File: src/rtl/ntt_dispatch_ctrl_if.sv
// Host-side bundle of the NTT dispatcher: load beats in, read requests in,
// readback words out.
interface ntt_dispatch_ctrl_if #(
    parameter int NUM_PROC = 4,
    parameter int DATA_W   = 32
);
    localparam int PW = $clog2(NUM_PROC);

    logic [DATA_W-1:0] s_din;
    logic [PW-1:0]     s_proc_num;
    logic              s_din_valid;
    logic              s_din_ready;

    logic [PW-1:0]     m_proc_num;
    logic              m_proc_num_valid;
    logic              m_proc_num_ready;

    logic [DATA_W-1:0] m_dout;
    logic              m_dout_valid;
    logic              m_dout_ready;

    // master is the stream shell, slave is the dispatcher
    modport master (
        output s_din, s_proc_num, s_din_valid,
        input  s_din_ready,
        output m_proc_num, m_proc_num_valid,
        input  m_proc_num_ready,
        input  m_dout, m_dout_valid,
        output m_dout_ready
    );

    modport slave (
        input  s_din, s_proc_num, s_din_valid,
        output s_din_ready,
        input  m_proc_num, m_proc_num_valid,
        output m_proc_num_ready,
        output m_dout, m_dout_valid,
        input  m_dout_ready
    );
endinterface

File: src/rtl/ntt_dispatch_ctrl.sv
// Host-side dispatcher for the NTT processor array: load routing with per-processor
// word counting, credit-limited readback into a show-ahead FIFO, run start/finish.
module ntt_dispatch_ctrl #(
    parameter int NUM_PROC       = 4,
    parameter int DATA_W         = 32,
    parameter int WORDS_PER_PROC = 256,
    parameter int FIFO_DEPTH     = 8
) (
    input  logic                       clk,
    input  logic                       rst,
    input  logic                       start_i,
    output logic                       finish_o,
    output logic                       busy_o,
    ntt_dispatch_ctrl_if.slave         host,
    output logic                       proc_start_o,
    input  logic [NUM_PROC-1:0]        proc_finish_i,
    output logic [DATA_W-1:0]          proc_din_o,
    output logic [NUM_PROC-1:0]        proc_din_valid_o,
    output logic [NUM_PROC-1:0]        proc_read_valid_o,
    input  logic [NUM_PROC*DATA_W-1:0] proc_dout_i,
    input  logic [NUM_PROC-1:0]        proc_dout_valid_i,
    output logic [NUM_PROC-1:0]        loaded_o,
    output logic [1:0]                 err_o
);
    localparam int PW = $clog2(NUM_PROC);
    localparam int CW = $clog2(WORDS_PER_PROC) + 1;
    localparam int AW = $clog2(FIFO_DEPTH);
    localparam int FW = AW + 1;
    localparam bit PROC_POW2 = (NUM_PROC == (1 << PW));
    localparam logic [NUM_PROC-1:0] PROC_LSB = {{(NUM_PROC-1){1'b0}}, 1'b1};

    typedef enum logic [1:0] {IDLE, RUN, DONE} state_t;

    state_t               state_q, state_d;
    logic                 start_q;
    logic                 startEdge;
    logic                 startAccept;
    logic                 procStart_q;
    logic                 finish_q, finish_d;

    logic                 loadAccept;
    logic                 loadInRange;
    logic                 loadHit;
    logic [CW-1:0]        cnt_q [NUM_PROC];
    logic [CW-1:0]        cntNext;
    logic [NUM_PROC-1:0]  loaded_q;
    logic [DATA_W-1:0]    procDin_q;
    logic [NUM_PROC-1:0]  procDinValid_q;

    logic                 readReady;
    logic                 reqAccept;
    logic [FW:0]          creditUsed;
    logic [FW-1:0]        outst_q;
    logic [NUM_PROC-1:0]  procReadValid_q;

    logic [PW-1:0]        retIdx;
    logic                 retFound;
    logic                 retMulti;
    logic                 retPush;
    logic                 retErr;
    logic [DATA_W-1:0]    retData;

    logic [DATA_W-1:0]    fifoMem_q [FIFO_DEPTH];
    logic [AW-1:0]        wrPtr_q, rdPtr_q;
    logic [FW-1:0]        fifoCount_q;
    logic                 fifoPop;

    logic [1:0]           err_q;

    assign startEdge = start_i & ~start_q;

    always_ff @(posedge clk or posedge rst) begin
        if (rst) begin
            state_q     <= IDLE;
            start_q     <= 1'b0;
            procStart_q <= 1'b0;
            finish_q    <= 1'b0;
        end else begin
            state_q     <= state_d;
            start_q     <= start_i;
            procStart_q <= startAccept;
            finish_q    <= finish_d;
        end
    end

    // Completion is ignored during the start pulse so a stale finish level cannot end a fresh run
    always_comb begin
        state_d     = state_q;
        finish_d    = finish_q;
        startAccept = 1'b0;
        case (state_q)
            IDLE, DONE: begin
                if (startEdge) begin
                    state_d     = RUN;
                    finish_d    = 1'b0;
                    startAccept = 1'b1;
                end
            end
            RUN: begin
                if ((&proc_finish_i) && !procStart_q) begin
                    state_d  = DONE;
                    finish_d = 1'b1;
                end
            end
            default: state_d = IDLE;
        endcase
    end

    assign loadAccept  = host.s_din_valid && host.s_din_ready;
    assign loadInRange = PROC_POW2 || (int'(host.s_proc_num) < NUM_PROC);
    assign loadHit     = loadAccept && loadInRange;
    assign cntNext     = cnt_q[host.s_proc_num] + CW'(1);

    // An accepted start wins over a beat counted in the same cycle
    always_ff @(posedge clk or posedge rst) begin
        if (rst) begin
            procDin_q      <= '0;
            procDinValid_q <= '0;
            loaded_q       <= '0;
            for (int i = 0; i < NUM_PROC; i++) begin
                cnt_q[i] <= '0;
            end
        end else begin
            procDinValid_q <= '0;
            if (loadAccept) begin
                procDin_q <= host.s_din;
            end
            if (loadHit) begin
                procDinValid_q <= PROC_LSB << host.s_proc_num;
            end
            if (startAccept) begin
                loaded_q <= '0;
                for (int i = 0; i < NUM_PROC; i++) begin
                    cnt_q[i] <= '0;
                end
            end else if (loadHit) begin
                if (cntNext == CW'(WORDS_PER_PROC)) begin
                    cnt_q[host.s_proc_num]    <= '0;
                    loaded_q[host.s_proc_num] <= 1'b1;
                end else begin
                    cnt_q[host.s_proc_num] <= cntNext;
                end
            end
        end
    end

    assign creditUsed = {1'b0, fifoCount_q} + {1'b0, outst_q};
    assign readReady  = (state_q != RUN) && (creditUsed < (FW+1)'(FIFO_DEPTH));
    assign reqAccept  = host.m_proc_num_valid && readReady;

    always_comb begin
        retIdx   = '0;
        retFound = 1'b0;
        for (int i = 0; i < NUM_PROC; i++) begin
            if (proc_dout_valid_i[i] && !retFound) begin
                retIdx   = PW'(i);
                retFound = 1'b1;
            end
        end
    end

    assign retMulti = |(proc_dout_valid_i & (proc_dout_valid_i - PROC_LSB));
    assign retPush  = retFound && (outst_q != '0);
    assign retErr   = retMulti || (retFound && (outst_q == '0));
    assign retData  = proc_dout_i[int'(retIdx)*DATA_W +: DATA_W];

    always_ff @(posedge clk or posedge rst) begin
        if (rst) begin
            procReadValid_q <= '0;
            outst_q         <= '0;
        end else begin
            procReadValid_q <= reqAccept ? (PROC_LSB << host.m_proc_num) : '0;
            if (reqAccept && !retPush) begin
                outst_q <= outst_q + FW'(1);
            end else if (!reqAccept && retPush) begin
                outst_q <= outst_q - FW'(1);
            end
        end
    end

    // Credits cover every push, so the FIFO needs no full check
    assign fifoPop = host.m_dout_ready && (fifoCount_q != '0);

    always_ff @(posedge clk or posedge rst) begin
        if (rst) begin
            wrPtr_q     <= '0;
            rdPtr_q     <= '0;
            fifoCount_q <= '0;
            for (int i = 0; i < FIFO_DEPTH; i++) begin
                fifoMem_q[i] <= '0;
            end
        end else begin
            if (retPush) begin
                fifoMem_q[wrPtr_q] <= retData;
                wrPtr_q            <= wrPtr_q + AW'(1);
            end
            if (fifoPop) begin
                rdPtr_q <= rdPtr_q + AW'(1);
            end
            case ({retPush, fifoPop})
                2'b10:   fifoCount_q <= fifoCount_q + FW'(1);
                2'b01:   fifoCount_q <= fifoCount_q - FW'(1);
                default: fifoCount_q <= fifoCount_q;
            endcase
        end
    end

    always_ff @(posedge clk or posedge rst) begin
        if (rst) begin
            err_q <= '0;
        end else begin
            if (loadAccept && !loadInRange) begin
                err_q[0] <= 1'b1;
            end
            if (retErr) begin
                err_q[1] <= 1'b1;
            end
        end
    end

    assign host.s_din_ready      = (state_q != RUN);
    assign host.m_proc_num_ready = readReady;
    assign host.m_dout           = fifoMem_q[rdPtr_q];
    assign host.m_dout_valid     = (fifoCount_q != '0);

    assign finish_o          = finish_q;
    assign busy_o            = (state_q == RUN);
    assign proc_start_o      = procStart_q;
    assign proc_din_o        = procDin_q;
    assign proc_din_valid_o  = procDinValid_q;
    assign proc_read_valid_o = procReadValid_q;
    assign loaded_o          = loaded_q;
    assign err_o             = err_q;
endmodule
File: src/flat_wrapper.sv
// flat-port wrapper written by rule: the top's interface ports become plain ports
module ntt_dispatch_ctrl_flat 
#(
    parameter int NUM_PROC       = 4,
    parameter int DATA_W         = 32,
    parameter int WORDS_PER_PROC = 256,
    parameter int FIFO_DEPTH     = 8
)
  (clk, rst, start_i, finish_o, busy_o, proc_start_o, proc_finish_i, proc_din_o, proc_din_valid_o, proc_read_valid_o, proc_dout_i, proc_dout_valid_i, loaded_o, err_o, host_s_din, host_s_proc_num, host_s_din_valid, host_s_din_ready, host_m_proc_num, host_m_proc_num_valid, host_m_proc_num_ready, host_m_dout, host_m_dout_valid, host_m_dout_ready);
  ntt_dispatch_ctrl_if #(.NUM_PROC(NUM_PROC), .DATA_W(DATA_W)) host_i ();
  input  logic clk;
  input  logic rst;
  input  logic start_i;
  output logic finish_o;
  output logic busy_o;
  output logic proc_start_o;
  input  logic [NUM_PROC-1:0] proc_finish_i;
  output logic [DATA_W-1:0] proc_din_o;
  output logic [NUM_PROC-1:0] proc_din_valid_o;
  output logic [NUM_PROC-1:0] proc_read_valid_o;
  input  logic [NUM_PROC*DATA_W-1:0] proc_dout_i;
  input  logic [NUM_PROC-1:0] proc_dout_valid_i;
  output logic [NUM_PROC-1:0] loaded_o;
  output logic [1:0] err_o;
  input wire logic [$bits(host_i.s_din)-1:0] host_s_din;
  input wire logic [$bits(host_i.s_proc_num)-1:0] host_s_proc_num;
  input wire logic [$bits(host_i.s_din_valid)-1:0] host_s_din_valid;
  output wire logic [$bits(host_i.s_din_ready)-1:0] host_s_din_ready;
  input wire logic [$bits(host_i.m_proc_num)-1:0] host_m_proc_num;
  input wire logic [$bits(host_i.m_proc_num_valid)-1:0] host_m_proc_num_valid;
  output wire logic [$bits(host_i.m_proc_num_ready)-1:0] host_m_proc_num_ready;
  output wire logic [$bits(host_i.m_dout)-1:0] host_m_dout;
  output wire logic [$bits(host_i.m_dout_valid)-1:0] host_m_dout_valid;
  input wire logic [$bits(host_i.m_dout_ready)-1:0] host_m_dout_ready;
  assign host_i.s_din = host_s_din;
  assign host_i.s_proc_num = host_s_proc_num;
  assign host_i.s_din_valid = host_s_din_valid;
  assign host_s_din_ready = host_i.s_din_ready;
  assign host_i.m_proc_num = host_m_proc_num;
  assign host_i.m_proc_num_valid = host_m_proc_num_valid;
  assign host_m_proc_num_ready = host_i.m_proc_num_ready;
  assign host_m_dout = host_i.m_dout;
  assign host_m_dout_valid = host_i.m_dout_valid;
  assign host_i.m_dout_ready = host_m_dout_ready;
  ntt_dispatch_ctrl #(.NUM_PROC(NUM_PROC), .DATA_W(DATA_W), .WORDS_PER_PROC(WORDS_PER_PROC), .FIFO_DEPTH(FIFO_DEPTH)) u_core (.clk(clk), .rst(rst), .start_i(start_i), .finish_o(finish_o), .busy_o(busy_o), .host(host_i), .proc_start_o(proc_start_o), .proc_finish_i(proc_finish_i), .proc_din_o(proc_din_o), .proc_din_valid_o(proc_din_valid_o), .proc_read_valid_o(proc_read_valid_o), .proc_dout_i(proc_dout_i), .proc_dout_valid_i(proc_dout_valid_i), .loaded_o(loaded_o), .err_o(err_o));
endmodule
File: config.mk
export PLATFORM = sky130hd
export DESIGN_NAME = ntt_dispatch_ctrl_flat
export DESIGN_NICKNAME = d
export VERILOG_FILES = /design/src/rtl/ntt_dispatch_ctrl_if.sv /design/src/rtl/ntt_dispatch_ctrl.sv /design/src/flat_wrapper.sv
export SDC_FILE = /design/constraint.sdc
export NUM_CORES = 1
export LEC_CHECK = 0
export ABC_AREA = 1
export BUFFER_PORTS_ARGS = -buffer_cell sky130_fd_sc_hd__buf_4
export CAP_MARGIN = 25
export CORE_ASPECT_RATIO = 1.25
export CORE_MARGIN = 2
export CORE_UTILIZATION = 62
export CTS_CLUSTER_DIAMETER = 200
export DETAILED_ROUTE_END_ITERATION = 10
export HOLD_SLACK_MARGIN = 0.12
export PLACE_DENSITY = 0.86
export SYNTH_ARGS = -nofsm -noshare
export SYNTH_HDL_FRONTEND = slang
export SYNTH_SLANG_ARGS = --single-unit
File: constraint.sdc
create_clock -name clk -period 21.1 [get_ports clk]
set_clock_uncertainty 0.1 [all_clocks]
set_input_delay 6.33 -clock clk [delete_from_list [all_inputs] [get_ports clk]]
set_output_delay 6.33 -clock clk [all_outputs]
set_load 0.02 [all_outputs]
==> impl_metrics.env <==
export IMPL_outcome="finished clean"
export IMPL_clk_latency_ns=0.52
export IMPL_p_per_area_nw_per_um2=148.9
export IMPL_tns_ns=0
export IMPL_pin_count=262
export IMPL_ys_async_sr_fraction_pct=100.0
export IMPL_rsz0062_at_grt="no"
export IMPL_synth_seq_cells=356
export IMPL_syn_num_nets=2515
export IMPL_synth_top_cell_area_share_pct=49.31
export IMPL_max_stage_delay_ns=0.91
export IMPL_period_needed_ns=10.14
export IMPL_place_detailed_hpwl_um=30190
export IMPL_cts_hold_buf=0
export IMPL_antenna_found_initial=0
export IMPL_clock_tree_root_cell="clkbuf_16"
export IMPL_slowest_stage="dfrtp_4"
export IMPL_nets=2679
export IMPL_post_route_util_pct=74.36
export IMPL_cap_violations=0
export IMPL_cts_sinks=356
export IMPL_tightest_slew_ns=1.009
export IMPL_hold_viol=0
export IMPL_cts_reportedPaths_clkPinSlew_ns=0.06
export IMPL_num_antenna_cells=0
export IMPL_synthTopCellsByCount="nand2_1 (621), o21ai_0 (453), nor2_1 (384), dfrtp_1 (356), clkbuf_1 (124)"
export IMPL_yosysMostFrequentCell="nand2_1"
export IMPL_slew_headroom_pct=32.67
export IMPL_path_cells="clkinv_2 > buf_4 > o21ai_0 > o22ai_1 > nor2_1 > a31oi_1 > buf_4"
export IMPL_worstPathMaxFanout=86
export IMPL_p_leak_nw=10.44
export IMPL_grt_first_pass_wirelength_um=81430
export IMPL_hold_class="flip-flop to flip-flop"
export IMPL_routedWlPerCell_um=17.20
export IMPL_irDropWorstVdd_mv=0.1150
export IMPL_critPathKind="flip-flop to output port"
export IMPL_final_cells=2903
export IMPL_grt_pass1_vias=16823
export IMPL_yosysWarnings=0
export IMPL_holdWs_ns=0.3452
export IMPL_synth_edf_count=0
export IMPL_drive_gt1_share_pct=16.75
export IMPL_io_buffers=260
export IMPL_fp_dieW_um=156.7
export IMPL_cts_max_level=2
export IMPL_cts_resized=0
export IMPL_place_inst=2836
export IMPL_synth_top_area_cell="dfrtp_1"
export IMPL_viasPerCell=5.911
export IMPL_drt_iter0_markers=1702
export IMPL_syn_cell_area_um2=18070
export IMPL_core_um2=28580
export IMPL_cts_buffers=36
export IMPL_finalCritPeriodShare_pct=48.08
export IMPL_grt_max_degree=145
export IMPL_initial_core_util_pct=63.23
export IMPL_dr_pass1_iters=6
export IMPL_grt_overflow=0
export IMPL_cts_tree="built"
export IMPL_fmax_ghz=0.09858
export IMPL_crit_arrival_ns=3.71
export IMPL_place_congestion=0.9564
export IMPL_via_count=17161
export IMPL_crit_top_cell="buf_4"
export IMPL_grt_total_usage_pct=32.73
export IMPL_slew_viol_final=0
export IMPL_syn_to_final_growth_pct=17.62
export IMPL_crit_family="buffers and inverters"
export IMPL_synth_flop_cell="dfrtp_1"
export IMPL_cp_buffers_inverters=3
export IMPL_die_area_um2=30530
export IMPL_ys_top_cells_by_area="dfrtp_1 (49%), nand2_1 (13%), o21ai_0 (13%)"
export IMPL_avgSynthCellArea_um2=7.778
export IMPL_ant_nets=0
export IMPL_cts_buffer_depth=3
export IMPL_drc=0
export IMPL_wirelength_um=49930
export IMPL_syn_inst=2323
export IMPL_crit_path_start_kind="flip-flop"
export IMPL_finalSetupViolCount=0
export IMPL_chipHeight_um=194.9
export IMPL_cp_end_kind="output port"
export IMPL_cts_setup_buffers=0
export IMPL_synth_cell_types=44
export IMPL_yosysSeqAreaShare_pct=49.31
export IMPL_row_count=69
export IMPL_cp_required_ns=14.67
[per-layer routing]
metal  global-route usage [%]  routed length [µm]  up-vias
li1                         -                   -     7991
met1                    40.72               18720     8216
met2                    56.60               25490      813
met3                    4.593                3869      141
met4                    14.68                1850        0
met5                        0                   0        -
[worst paths after layout]
check / cells after the start / to / slack (ns) / startpoint
hold / removal: 1 / u_core.proc_start_o / 0.35 / u_core.state_q[0]
max in group asynchronous: 4 / u_core.fifoMem_q[203] / 13.68 / rst
setup / recovery: 7 / host_m_dout[10] / 10.96 / u_core.rdPtr_q[0]
hold reg to reg: 1 / u_core.proc_start_o / 0.35 / u_core.state_q[0]
min in group asynchronous: 2 / u_core.fifoMem_q[215] / 5.59 / rst
setup reg to reg: 16 / u_core.cnt_q[32] / 17.64 / u_core.cnt_q[27]
[stage by stage]
stage	power, mW	cell area [µm²]	worst slack [ns]
2_1_floorplan	2.019	18070	4.793
3_3_place_gp	2.426	19970	10.98
3_5_place_dp	2.495	19990	10.80
4_1_cts	3.151	21170	11.05
5_1_grt	3.379	21250	10.79
6_report	3.163	21250	10.96
[cell type report]
cell class                 instances  area [µm²]
sequential                       356        8914
fill                            2088        7326
timing repair buffer             286        2220
clock buffer                      52        1071
multi-input combinational       1758        8260
tap                              390       488.0
clock inverter                    12       105.1
inverter                          49       192.7
[power by group]
group          leakage (nW)  total (mW)  internal (mW)  switching [mW]
logic                  5.35        1.38          0.488           0.890
registers              4.51        1.15          0.970           0.184
clock network         0.582       0.631          0.366           0.265
[kinds of logic (layout without fill, tap and decap cells)]
group           after synthesis  in the layout  share of synthesized area [%]
compound gates              604            604                          18.04
xor+xnor                      9              9                         0.4363
fa+ha+maj                    14             14                          1.053
buf+inv                     209            399                          5.118
flops                       356            356                          49.31
other cells                   1              1                        0.02076
simple gates               1130           1130                          26.02
[state kept, by name, summed over array words and instances (netlist names)]
| name | count |
|---|---|
| u_core.fifoMem_q | 256 |
| u_core.cnt_q | 36 |
| u_core.proc_din_o | 32 |
| u_core.fifoCount_q | 4 |
| u_core.loaded_o | 4 |
| u_core.outst_q | 4 |
| u_core.proc_din_valid_o | 4 |
| u_core.proc_read_valid_o | 4 |
| u_core.rdPtr_q | 3 |
| u_core.wrPtr_q | 3 |
| u_core.state_q | 2 |
| u_core.err_o | 1 |
| u_core.finish_o | 1 |
| u_core.proc_start_o | 1 |
| u_core.start_q | 1 |
[layout by cell type, fill, tap and decap left out, types with 36 or more instances in the layout]
master,count
nand3_1,63
nand2_1,612
nor2_1,384
inv_1,37
buf_4,282
clkbuf_16,36
a21oi_1,40
dfrtp_1,354
o21ai_0,453
Note: power is estimated with default switching activity, not from simulation.
